--- src/rtl/modn_digit_counter.sv ---
// modn_digit_counter: parameterised multi-digit modulo-N counter.
//
// Each DIGIT_W-bit slice of q counts 0..MODULUS-1. Digit 0 is the least
// significant digit. Higher digits advance through a ripple-enable chain. The
// whole counter wraps from all-(MODULUS-1) to all-0 when counting up, and from
// all-0 to all-(MODULUS-1) when counting down.
//
// Ports:
//   clk    - clock; all state updates happen on the rising edge
//   reset  - asynchronous active-low reset; clears q and wrap
//   en     - count enable; clr and load act regardless of en
//   up     - direction: 1 counts up, 0 counts down
//   clr    - synchronous clear to zero; highest priority
//   load   - synchronous parallel load from din; out-of-range slices load as 0
//   din    - load value, packed like q
//   q      - registered count, one digit per DIGIT_W slice
//   tc     - combinational terminal count: the next enabled edge wraps
//   wrap   - registered pulse: the previous edge wrapped the whole counter
module modn_digit_counter #(
  parameter int unsigned MODULUS = 10,
  parameter int unsigned DIGIT_W = 4,
  parameter int unsigned DIGITS  = 2
) (
  input  logic                       clk,
  input  logic                       reset,
  input  logic                       en,
  input  logic                       up,
  input  logic                       clr,
  input  logic                       load,
  input  logic [DIGITS*DIGIT_W-1:0]  din,
  output logic [DIGITS*DIGIT_W-1:0]  q,
  output logic                       tc,
  output logic                       wrap
);

  localparam int unsigned Width = DIGITS * DIGIT_W;
  localparam logic [DIGIT_W-1:0] MaxDigit = DIGIT_W'(MODULUS - 1);

  if (MODULUS < 2 || MODULUS > (1 << DIGIT_W)) begin : g_bad_modulus
    $error("modn_digit_counter: MODULUS must lie in 2..2**DIGIT_W");
  end
  if (DIGITS < 1) begin : g_bad_digits
    $error("modn_digit_counter: DIGITS must be at least 1");
  end

  logic [Width-1:0]  count_q, count_d;
  logic              wrap_q, wrap_d;
  logic [DIGITS-1:0] at_term;
  // ripple[k] is set when digits 0..k-1 are all terminal, i.e. digit k steps.
  logic [DIGITS:0]   ripple;

  // Out-of-range values behave as MaxDigit so they roll to 0 on the next step.
  function automatic logic [DIGIT_W-1:0] digit_inc(input logic [DIGIT_W-1:0] d);
    return (d >= MaxDigit) ? '0 : d + 1'b1;
  endfunction

  // A down step from an out-of-range value snaps back into range at MaxDigit.
  function automatic logic [DIGIT_W-1:0] digit_dec(input logic [DIGIT_W-1:0] d);
    if (d == '0 || d > MaxDigit) begin
      return MaxDigit;
    end
    return d - 1'b1;
  endfunction

  function automatic logic [DIGIT_W-1:0] digit_load(input logic [DIGIT_W-1:0] d);
    return (d > MaxDigit) ? '0 : d;
  endfunction

  // Terminal-value detection and the ripple-enable chain.
  always_comb begin
    at_term   = '0;
    ripple    = '0;
    ripple[0] = 1'b1;
    for (int k = 0; k < int'(DIGITS); k++) begin
      if (up) begin
        at_term[k] = (count_q[k*DIGIT_W +: DIGIT_W] >= MaxDigit);
      end else begin
        at_term[k] = (count_q[k*DIGIT_W +: DIGIT_W] == '0);
      end
      ripple[k+1] = ripple[k] & at_term[k];
    end
  end

  assign tc = en & ripple[DIGITS];

  // Next-state selection: clr > load > count > hold.
  always_comb begin
    count_d = count_q;
    wrap_d  = 1'b0;
    if (clr) begin
      count_d = '0;
    end else if (load) begin
      for (int k = 0; k < int'(DIGITS); k++) begin
        count_d[k*DIGIT_W +: DIGIT_W] = digit_load(din[k*DIGIT_W +: DIGIT_W]);
      end
    end else if (en) begin
      for (int k = 0; k < int'(DIGITS); k++) begin
        if (ripple[k]) begin
          if (up) begin
            count_d[k*DIGIT_W +: DIGIT_W] = digit_inc(count_q[k*DIGIT_W +: DIGIT_W]);
          end else begin
            count_d[k*DIGIT_W +: DIGIT_W] = digit_dec(count_q[k*DIGIT_W +: DIGIT_W]);
          end
        end
      end
      wrap_d = ripple[DIGITS];
    end
  end

  always_ff @(posedge clk or negedge reset) begin
    if (!reset) begin
      count_q <= '0;
      wrap_q  <= 1'b0;
    end else begin
      count_q <= count_d;
      wrap_q  <= wrap_d;
    end
  end

  assign q    = count_q;
  assign wrap = wrap_q;

endmodule

--- config.mk ---
export PLATFORM = sky130hd
export DESIGN_NAME = modn_digit_counter
export DESIGN_NICKNAME = d
export VERILOG_FILES = /design/src/rtl/modn_digit_counter.sv
export SDC_FILE = /design/constraint.sdc
export NUM_CORES = 1
export LEC_CHECK = 0
export BUFFER_PORTS_ARGS = -buffer_cell sky130_fd_sc_hd__buf_4
export CORE_MARGIN = 10
export CORE_UTILIZATION = 43
export DETAILED_ROUTE_END_ITERATION = 8
export PLACE_DENSITY = 0.66
export REMOVE_ABC_BUFFERS = 1
export SETUP_SLACK_MARGIN = 0.02
export SYNTH_ARGS = -nofsm -noshare
export SYNTH_HDL_FRONTEND = slang
export SYNTH_SLANG_ARGS = --single-unit
--- constraint.sdc ---
create_clock -name clk -period 4.9 [get_ports clk]
set_input_delay 0.49 -clock clk [delete_from_list [all_inputs] [get_ports clk]]
set_output_delay 0.49 -clock clk [all_outputs]
set_load 0.02 [all_outputs]
==> results, run 1 <==
- The later pin in the worst-skew pair is clocked with a latency of 0.27 ns.
- The initial utilization of the core area, before any placement, comes to 0.456.
- The primary flip-flop cell chosen by synthesis mapping is sky130_fd_sc_hd__dfrtp_1.
- The share of the synthesized area in the top cell type is 0.219.
- For this run, the register share of the synthesized area comes to 0.219.
- The transition at the pin with the smallest max-transition slack is 0.469 ns.
- The placer's final routability congestion estimate is 0.862.
- The share of flip-flops with an asynchronous set or reset after synthesis is 1.00.
- After routing, the total negative slack on setup checks comes to 0 ns.
- VDD sags by at most 157 uV.
- The worst setup path is launched from a flip-flop.
- The flow ran to the end, and the final reports show no timing, DRC or antenna violations.
- The class of the most critical setup path is flip-flop to primary output.
- Detailed placement ended at an HPWL of 2.26 mm.
- Synthesis handed over a netlist of 123 instances.
- The pin count of the biggest net entering global routing is 20.
- The total setup buffers inserted after CTS is 0.
- The count of endpoints failing setup in the final report is 0.
- The count of nets after finishing is 163.
- Dividing total power by cell area gives a power density of 208 nW/um2.
- A synthesized cell averages 8.36 um2.
- Setup repair after global routing left no endpoint under its margin.
- TritonCTS built the clock tree.
- The number of warnings reported in the yosys synthesis log is 0.
- Ranked by instance count, the synthesized netlist is headed by 10 x sky130_fd_sc_hd__a21oi_1, 10 x sky130_fd_sc_hd__inv_1, 9 x sky130_fd_sc_hd__dfrtp_1.
- The number of antenna violations at the first check in global routing came to 0.
- The routed wire length is 2.90 mm.
- The final worst clock skew is 0.00134 ns.
- The post-cts resize count is 0.
- Counting flops and latches in the post-synthesis netlist gives 9.
- The cell chosen for the clock root is sky130_fd_sc_hd__clkbuf_4.
- Of all nets on the critical path, the largest fanout is 7.
- The deepest clock path buffer count is 2.
- The count of distinct cell types in the synthesized netlist is 54.
- Fill cells in the final layout number 234.
- The total global routing track utilization is 0.131.
- The die covers 4750 um2.
- In this run, synthesis inferred 0 flip-flops with an integrated enable.
- The required time at the worst-slack endpoint is 4.41 ns.
- The share of the clock period used by the worst path is 0.522.
- The die width is 68.9 um.
- The floorplan has 17 rows.
- The post-layout worst setup margin is 2.34 ns.
- The number of hold violations in the final report is 0.
- The post-cts hold buffer count is 0.
- The worst hold slack after final layout is 0.0368 ns.
- The number of antenna diodes in the final layout is 0.
- The core area is 2250 um2.
- Prior to clock tree synthesis, the placed netlist has a worst setup slack of 2.66 ns.
- The sort of element at the end of the critical path is a primary output.
- Summed over all layers, the global routing overflow is 0.
- In the routed layout, each cell is associated on average with a via count of 6.32.
- The floorplan step set the die height to 68.9 um.
- The CTS H-tree depth is 1.
- In this run the tightest slew margin relative to its limit is 0.687.
- After clock tree synthesis, the clock-pin slew on the worst setup and hold paths is 0.07 ns.
- The number of maximum-capacitance constraint violations is 0.
- In the final layout, the share of cells above drive strength 1 is 0.261.
- STA puts the critical path data arrival time at 2.07 ns.
- Dividing the detail-routed wire length by the instance count gives 17.1 um.
- The number of I/O port buffers is 23.
- The clock drives 9 sinks.
- The number of clock buffers added by TritonCTS is 3.
- The mapped netlist covers 1030 um2.
- The count of nets left with antenna violations once routing finished came out at 0.
- In this run, the number of DRC markers left after iteration 0 of detailed routing was 85.
- The first detailed-routing pass took 6 iterations.
- The synthesized design spends more area on one cell type than any other, namely sky130_fd_sc_hd__dfrtp_1.
- The worst hold path belongs to the class input port to async pin.
- The global-route wire length before repair is 4.77 mm.
- The worst path in the final design needs a cycle of 2.56 ns, including I/O delays and setup.
- The vias after detailed routing is 1,074.
- Relative to the synthesized area, the layout overhead comes to 18.9%.
- The number of primary I/O pins is 24.
- In the routed design, unresolved DRC markers number 0.
- Static timing analysis puts the maximum clock frequency at 0.391 GHz.
- The count of final max-slew check failures is 0.
- In this run the static leakage power is 0.518 nW.
- The number of global-route vias before repair was 989.
- In the post-synthesis netlist, the biggest area contributors are sky130_fd_sc_hd__dfrtp_1 22%, sky130_fd_sc_hd__ha_1 7.3%, sky130_fd_sc_hd__a21oi_1 4.9%, sky130_fd_sc_hd__a31oi_1 3.6%, sky130_fd_sc_hd__inv_1 3.6%.
==> registers in the layout, indices dropped and copies added (netlist names) <==
register and flops:
wrap 1, q 8
==> layout make-up <==
type                            instances  area, um2  share of cell area
Clock inverter                          1       5.00             0.00409
Sequential cell                         9        225               0.184
Tap cell                               28       35.0              0.0287
Multi-Input combinational cell         96        724               0.593
Timing Repair Buffer                   23        173               0.141
Clock buffer                            3       22.5              0.0184
Inverter                               10       37.5              0.0307
==> critical path, stage by stage (launching register included) <==
cell,delay [ns]
sky130_fd_sc_hd__dfrtp_1,0.44
sky130_fd_sc_hd__inv_1,0.17
sky130_fd_sc_hd__ha_1,0.28
sky130_fd_sc_hd__or3b_1,0.43
sky130_fd_sc_hd__a31oi_1,0.26
sky130_fd_sc_hd__nor2_1,0.07
sky130_fd_sc_hd__buf_4,0.16
==> final timing paths <==
kind	start	to	slack (ns)	cells after the start
setup / recovery	q[4]	tc	2.34	6
hold / removal	reset	q[2]	0.04	1
setup reg to reg	q[0]	q[7]	2.88	6
hold reg to reg	q[4]	q[4]	0.68	2
max in group asynchronous	reset	q[1]	4.72	1
min in group clk	din[4]	q[4]	0.48	3
==> layer usage <==
layer | share of wire | global-route usage | wire (um)
met5 | 0 | 0 | 0
met4 | 0.022 | 0.0788 | 64
met3 | 0.053 | 0.0225 | 154
met2 | 0.51 | 0.223 | 1470
met1 | 0.42 | 0.149 | 1210
==> cell families after synthesis <==
family	after synthesis	share of synthesized area
buffers and inverters	18	0.0766
AOI/OAI and AO/OA	48	0.353
xor gates and xnor gates	1	0.00852
and+or+nand+nor	41	0.270
DFF	9	0.219
adders and majority gates	6	0.0730
==> power breakdown <==
group	total [mW]	switching (mW)	internal (mW)
sequential	0.0912	0.0123	0.0790
clock	0.0598	0.0296	0.0302
combinational	0.103	0.0569	0.0459
==> placed cells by master, fill, tap and decap left out, types with 3 or more instances in the layout <==
| cell | n |
|---|---|
| sky130_fd_sc_hd__a21oi_1 | 10 |
| sky130_fd_sc_hd__dfrtp_1 | 9 |
| sky130_fd_sc_hd__clkbuf_4 | 3 |
| sky130_fd_sc_hd__a31oi_1 | 6 |
| sky130_fd_sc_hd__nand2_1 | 6 |
| sky130_fd_sc_hd__nor2_1 | 5 |
| sky130_fd_sc_hd__nor3_1 | 5 |
| sky130_fd_sc_hd__inv_1 | 10 |
| sky130_fd_sc_hd__ha_1 | 6 |
| sky130_fd_sc_hd__nor2b_1 | 3 |
| sky130_fd_sc_hd__buf_4 | 23 |
| sky130_fd_sc_hd__o21ai_0 | 5 |
==> per-stage QoR <==
stage	cell area, um2	instances	total power, mW	util
2_1_floorplan	987	115	0.155	-
3_3_place_gp	1190	166	0.193	0.530
3_5_place_dp	1190	166	0.195	0.530
4_1_cts	1220	170	0.257	0.542
5_1_grt	1220	170	0.274	0.542
6_report	1220	170	0.254	0.542
No activity file was read; power rests on OpenSTA's default activity.
==> inputs of run 2 (changes only) <==
Clock period 4.9 ns to 2.58 ns, I/O delays scaled along.
==> results, run 2 (same netlist as run 1, synthesis figures left out) <==
- Together, buffers and inverters on the worst path number 2.
- In this run the static leakage power is 0.519 nW.
- The number of flip-flops in the largest register is 8.
- The total setup buffers inserted after CTS is 0.
- Dividing the detail-routed wire length by the instance count gives 17.0 um.
- The core area is 2250 um2.
- The net count of the finished layout is 164.
- The power per cell area is 391 nW/um2.
- The effective utilization at floorplan is 0.456.
- The class of the most critical hold timing path is input port to flip-flop.
- Entering global routing, the biggest net connects 20 pins.
- The uppermost signal routing layer after detailed routing is met4.
- Row generation in the floorplan step produced 17 rows.
- The critical path goes through inv_1 > ha_1 > or3b_4 > a22oi_4 > nor2_1 > buf_4.
- The tool flagged a number of max-cap violations equal to 0.
- The number of antenna violations at the first check in global routing came to 0.
- Along the worst path, the maximum fanout reaches 8.
- At the worst endpoint, the required time is 2.32 ns.
- The critical path is of the flip-flop to primary output type.
- The count of placed standard cells including taps is 166.
- The cell chosen for the clock root is sky130_fd_sc_hd__clkbuf_4.
- The run finished with clean final reports.
- The cell at the slowest stage of the critical path is sky130_fd_sc_hd__dfrtp_1.
- The highest clock rate is 0.428 GHz.
- The kind of cell adding the most delay to the critical path is simple AND/OR/NAND/NOR gates.
- The post-detailed-route DRC marker count is 0.
- The number of hold violations in the final report is 0.
- The critical hold path startpoint is din[4].
- The number of primary I/O pins is 24.
- The count of antenna-violating nets left after detailed routing is 0.
- Across the VDD grid, the largest voltage drop is 250 uV.
- For the final routed database, the setup TNS stands at 0 ns.
- The estimated wirelength of the detail-placed design is 2.24 mm.
- The number of CTS-inserted buffers is 3.
- The overall die area is 4750 um2.
- The deepest clock path buffer count is 2.
- The highest cell delay on the worst timing path is 0.45 ns.
- Measured along the y axis, the die boundary spans 68.9 um.
- The library cell used most frequently in the layout, excluding fill and tap cells, is sky130_fd_sc_hd__buf_4.
- The critical register-to-register path startpoint is q[0].
- Setup repair after global routing left no endpoint under its margin.
- In the finished design, the share of the clock period the worst path needs comes to 0.905.
- The placer's final routability congestion estimate is 0.879.
- The clock tree from TritonCTS is yes.
- Fill cells in the final layout number 225.
- The launch point of the critical path is q[0].
- The routed wire length is 2.91 mm.
- The count of non-filler cells in the finished layout is 171.
- At the pin with the least slew margin, the transition time is 0.469 ns.
- The number of global-route vias before repair came to 1,059.
- The detailed route wirelength on metal2 is 1.45 mm.
- The clock-pin transition on the worst setup and hold timing paths is 0.07 ns.
- The CTS H-tree depth is 1.
- The die width is 68.9 um.
- The final instance area is 1230 um2.
- The number of I/O port buffers is 23.
- The total global routing track utilization is 0.134.
- In the final routing, the length of wire on met1 measures 1.21 mm.
- Setup violations remaining at the end of the flow were counted as 0.
- From synthesis to final layout, the design area changed by 19.7%.
- The post-detailed-route via-to-cell ratio is 6.40.
- The global-route wire length before repair is 4.95 mm.
- The number of clock sinks is 9.
- The kind of start point of the critical path is a flip-flop.
- The count of final max-slew check failures is 0.
- Global routing finished with a remaining overflow of 0.
- The final worst clock skew is 0.00323 ns.
- Post-CTS repair changed the size of 0 cells.
- The DRC violation total after the first TritonRoute iteration is 116.
- In this run the cell area measured after placement is 1190 um2.
- At the later pin of the worst-skew pair, clock insertion delay measures 0.26 ns.
- The share of cells above drive strength 1 is 0.252.
- The critical path arrival is 2.08 ns.
- The normalized max-slew margin is 0.687.
- In the layout the commonest cells are 23 x sky130_fd_sc_hd__buf_4, 10 x sky130_fd_sc_hd__inv_1, 10 x sky130_fd_sc_hd__a21oi_1.
- The minimum clock period after layout is 2.33 ns.
- The vias after detailed routing is 1,094.
- Detailed routing placed a total of 139 um of wire on met3.
- The antenna cell count is 0.
- STA classifies the critical path endpoint as a primary output.
- The first-pass iteration count of the detailed router is 4.
## run 2: cell count changes in the layout (fill, tap and decap cells not counted), sizes merged
cell / before / now
clkbuf: 3 / 4
clkinv: 1 / 0
dlygate4sd3: 0 / 1
## run 2: path summary, 6_finish.rpt
path / cells after the start / end / slack (ns)
setup / recovery: 6 / tc / 0.25
hold / removal: 3 / q[4] / 0.27
setup reg to reg: 6 / q[7] / 0.54
hold reg to reg: 2 / q[4] / 0.68
max in group asynchronous: 2 / q[7] / 2.08
min in group asynchronous: 2 / q[6] / 0.36
## run 2: worst reg2reg max path: cells and delay by family, from the launching register on
family,cells,cell delay [ns]
compound gates,3,0.63
fa+ha+maj,1,0.26
buf+inv,1,0.13
flops,1,0.45
simple gates,1,0.45
## run 2: repair_timing
item,in CTS,in global routing
hold buffers,1,0
hold endpoints to repair,9,0
setup endpoints to repair,0,0
## run 2: layout make-up
cell class | instances | area [um2] | area share
multi-input combinational | 96 | 724 | 0.588
sequential | 9 | 225 | 0.183
clock buffer | 4 | 26.3 | 0.0213
timing repair buffer | 24 | 183 | 0.148
inverter | 10 | 37.5 | 0.0305
tap | 28 | 35.0 | 0.0285
## run 2: per-stage QoR
step	hold WS [ns]	util	worst slack (ns)	power, mW
floorplan	-0.0376	-	0.649	0.294
CTS	0.259	0.546	0.237	0.484
finish	0.266	0.546	0.245	0.481
global route	0.258	0.546	0.128	0.517
global placement	0.0982	0.530	0.589	0.367
detailed placement	0.0927	0.530	0.521	0.370
## run 2: report_power, final
| part | total [mW] | switching (mW) | internal, mW | leakage [nW] |
|---|---|---|---|---|
| sequential | 0.173 | 0.0229 | 0.150 | 0.120 |
| combinational | 0.197 | 0.109 | 0.0881 | 0.384 |
| clock | 0.111 | 0.0511 | 0.0596 | 0.0150 |
| total | 0.481 | 0.183 | 0.298 | 0.519 |
## run 2: routing by layer
metal / vias up / global-route usage
li1: 514 / -
met1: 535 / 0.153
met2: 37 / 0.226
met3: 8 / 0.0193
met4: 0 / 0.0887
met5: - / 0
==> inputs of run 3 (changes only) <==
Settings changed: BUFFER_PORTS_ARGS -buffer_cell sky130_fd_sc_hd__buf_4 to default, DONT_BUFFER_PORTS from default to 1, PLACE_DENSITY 0.66 to default.
==> results, run 3 (same netlist as run 1, synthesis figures left out) <==
- STA puts the critical path data required time at 2.32 ns.
- For the worst-skew pair, the clock arrives at the later sink with an insertion delay of 0.27 ns.
- The total setup buffers inserted after CTS is 0.
- The register with the most flip-flops in the layout has 8 of them.
- Setup repair after global routing left no endpoint under its margin.
- The number of maximum-capacitance constraint violations is 0.
- The sum of internal, switching and leakage power is 442 uW.
- In this run the critical register-to-register path is captured at q[3].
- The global-route wire length before repair is 4.33 mm.
- CTS built an H-tree with a depth of 1.
- The clock period could shrink to 2.36 ns.
- The share of the clock period used by the worst path is 0.914.
- The highest cell delay on the worst timing path is 0.44 ns.
- Static timing analysis puts the maximum clock frequency at 0.424 GHz.
- Walking the worst path, the cells encountered are inv_1 > ha_1 > or3b_1 > a31oi_1 > nor2_1.
- The post-layout worst setup margin is 0.221 ns.
- Across all register-to-register paths, the minimum setup slack is 0.41 ns.
- The deepest clock path buffer count is 2.
- The kind of cell adding the most delay to the critical path is simple AND/OR/NAND/NOR gates.
- The number of hold violations in the final report is 0.
- In this run the cell area measured after placement is 1040 um2.
- The count of antenna-violating nets left after detailed routing is 0.
- The antenna cell count is 0.
- Clock tree synthesis found a total of 9 sinks.
- For the final database, setup skew stands at 0.0137 ns.
- The static leakage is 0.417 nW.
- Dividing the detail-routed wire length by the instance count gives 18.1 um.
- The kind of start point of the critical path is a flip-flop.
- Across every metal layer, demand over resource in global routing totals 0.115.
- The largest vdd supply drop is 259 uV.
- The normalized max-slew margin is 0.580.
- In this run the core area contains 17 standard-cell rows.
- The placer's final routability congestion estimate is 0.811.
- The overflow left after global routing is 0.
- The depth of the worst register-to-register path is 6.
- The floorplan die height is 68.9 um.
- The cell at the slowest stage of the critical path is sky130_fd_sc_hd__dfrtp_1.
- At the worst endpoint, the arrival time is 2.10 ns.
- The critical register-to-register path startpoint is q[0].
- The number of antenna violations at the first check in global routing came to 0.
- The number of cells on the critical path is 5.
- The post-detailed-route DRC marker count is 0.
- The effective utilization at floorplan is 0.456.
- Setup violations remaining at the end of the flow were counted as 0.
- Fill cells in the final layout number 224.
- The critical path is of the flip-flop to primary output type.
- The clock-pin transition on the worst setup and hold timing paths is 0.07 ns.
- Of the cells placed in the final design, the portion with a size suffix greater than 1 is 0.131.
- The total negative slack is 0 ns.
- The number of CTS-inserted buffers is 3.
- The die width is 68.9 um.
- OpenSTA, run right after detailed placement, puts the worst setup slack at 0.429 ns.
- The area growth from synthesis to layout is 4.50%.
- 24 I/O pins were placed.
- The cell chosen for the clock root is sky130_fd_sc_hd__clkbuf_4.
- The floorplan step defined a die boundary enclosing 4750 um2.
- The top cell types in the final layout, fill and taps aside, are 10 x sky130_fd_sc_hd__inv_1, 10 x sky130_fd_sc_hd__a21oi_1, 9 x sky130_fd_sc_hd__dfrtp_1.
- The sort of element at the end of the critical path is a primary output.
- The routed wire length is 2.72 mm.
- The post-detailed-route via-to-cell ratio is 6.39.
- At the pin with the least slew margin, the transition time is 0.630 ns.
- The path class of the tightest hold or removal check is input port to flip-flop.
- The power per cell area is 411 nW/um2.
- The number of global-route vias before repair was 877.
- The estimated wirelength of the detail-placed design is 2.05 mm.
- The clock tree from TritonCTS is yes.
- Buffers placed on the I/O ports in this run total 0.
- The final instance area is 1070 um2.
- For this run, the post-layout net count is 143.
- The detailed router finished its first iteration with 57 violations.
- The launch point of the critical path is q[4].
- In this run the worst setup path terminates at tc.
- The core area is 2250 um2.
- The run finished with clean final reports.
- Entering global routing, the biggest net connects 20 pins.
- Along the worst path, the maximum fanout reaches 7.
- The first-pass iteration count of the detailed router is 4.
- The number of buffer and inverter instances along the worst setup path is 1.
- The vias after detailed routing is 959.
- The count of final max-slew check failures is 0.
run 3: through the flow:
| stage | hold slack, ns | instances | util |
|---|---|---|---|
| 6_report | 0.0408 | 150 | 0.477 |
| 2_1_floorplan | -0.0376 | 115 | - |
| 5_1_grt | 0.0324 | 150 | 0.477 |
| 3_3_place_gp | -0.0373 | 145 | 0.460 |
| 4_1_cts | 0.0393 | 150 | 0.477 |
| 3_5_place_dp | -0.0372 | 145 | 0.460 |
run 3: layout make-up:
class | instances | area (um2) | area share
clock buffer | 3 | 22.5 | 0.0210
clock inverter | 1 | 5.00 | 0.00466
inverter | 10 | 37.5 | 0.0349
sequential | 9 | 225 | 0.210
timing repair buffer | 3 | 25.0 | 0.0233
tap | 28 | 35.0 | 0.0326
multi-input combinational | 96 | 724 | 0.674
run 3: where the power goes:
part	total (mW)	internal [mW]	leakage, nW	switching [mW]
clock	0.112	0.0572	0.0177	0.0548
combinational	0.147	0.0668	0.280	0.0805
sequential	0.182	0.150	0.120	0.0325
run 3: what timing repair did:
| action | 4_1_cts | 5_1_grt |
|---|---|---|
| hold buffers | 1 | 0 |
| resized for setup | 0 | 0 |
| endpoints found under the hold margin | 9 | 0 |
run 3: worst register-to-register path: stages (launching register included):
cell and delay (ns):
sky130_fd_sc_hd__dfrtp_1 0.57, sky130_fd_sc_hd__inv_1 0.14, sky130_fd_sc_hd__ha_1 0.28, sky130_fd_sc_hd__nor3b_4 0.19, sky130_fd_sc_hd__a221o_1 0.40, sky130_fd_sc_hd__nor4bb_1 0.36
sky130_fd_sc_hd__o31ai_1 0.11
run 3: layer usage:
layer	vias to the layer above	GRT usage	wire length (um)
met5	-	0	0
met2	18	0.180	1280
met4	0	0.0419	37
li1	475	-	-
met1	462	0.157	1290
met3	4	0.0145	111
run 3: how the worst min path moves through the flow:
| stage | cells after the start | start | to |
|---|---|---|---|
| after global routing | 1 | clr | q[5] |
| after detailed placement | 0 | reset | wrap |
| after global placement | 0 | reset | q[1] |
| final | 1 | clr | q[5] |
| after CTS | 1 | clr | q[5] |
| after floorplan | 0 | reset | q[0] |
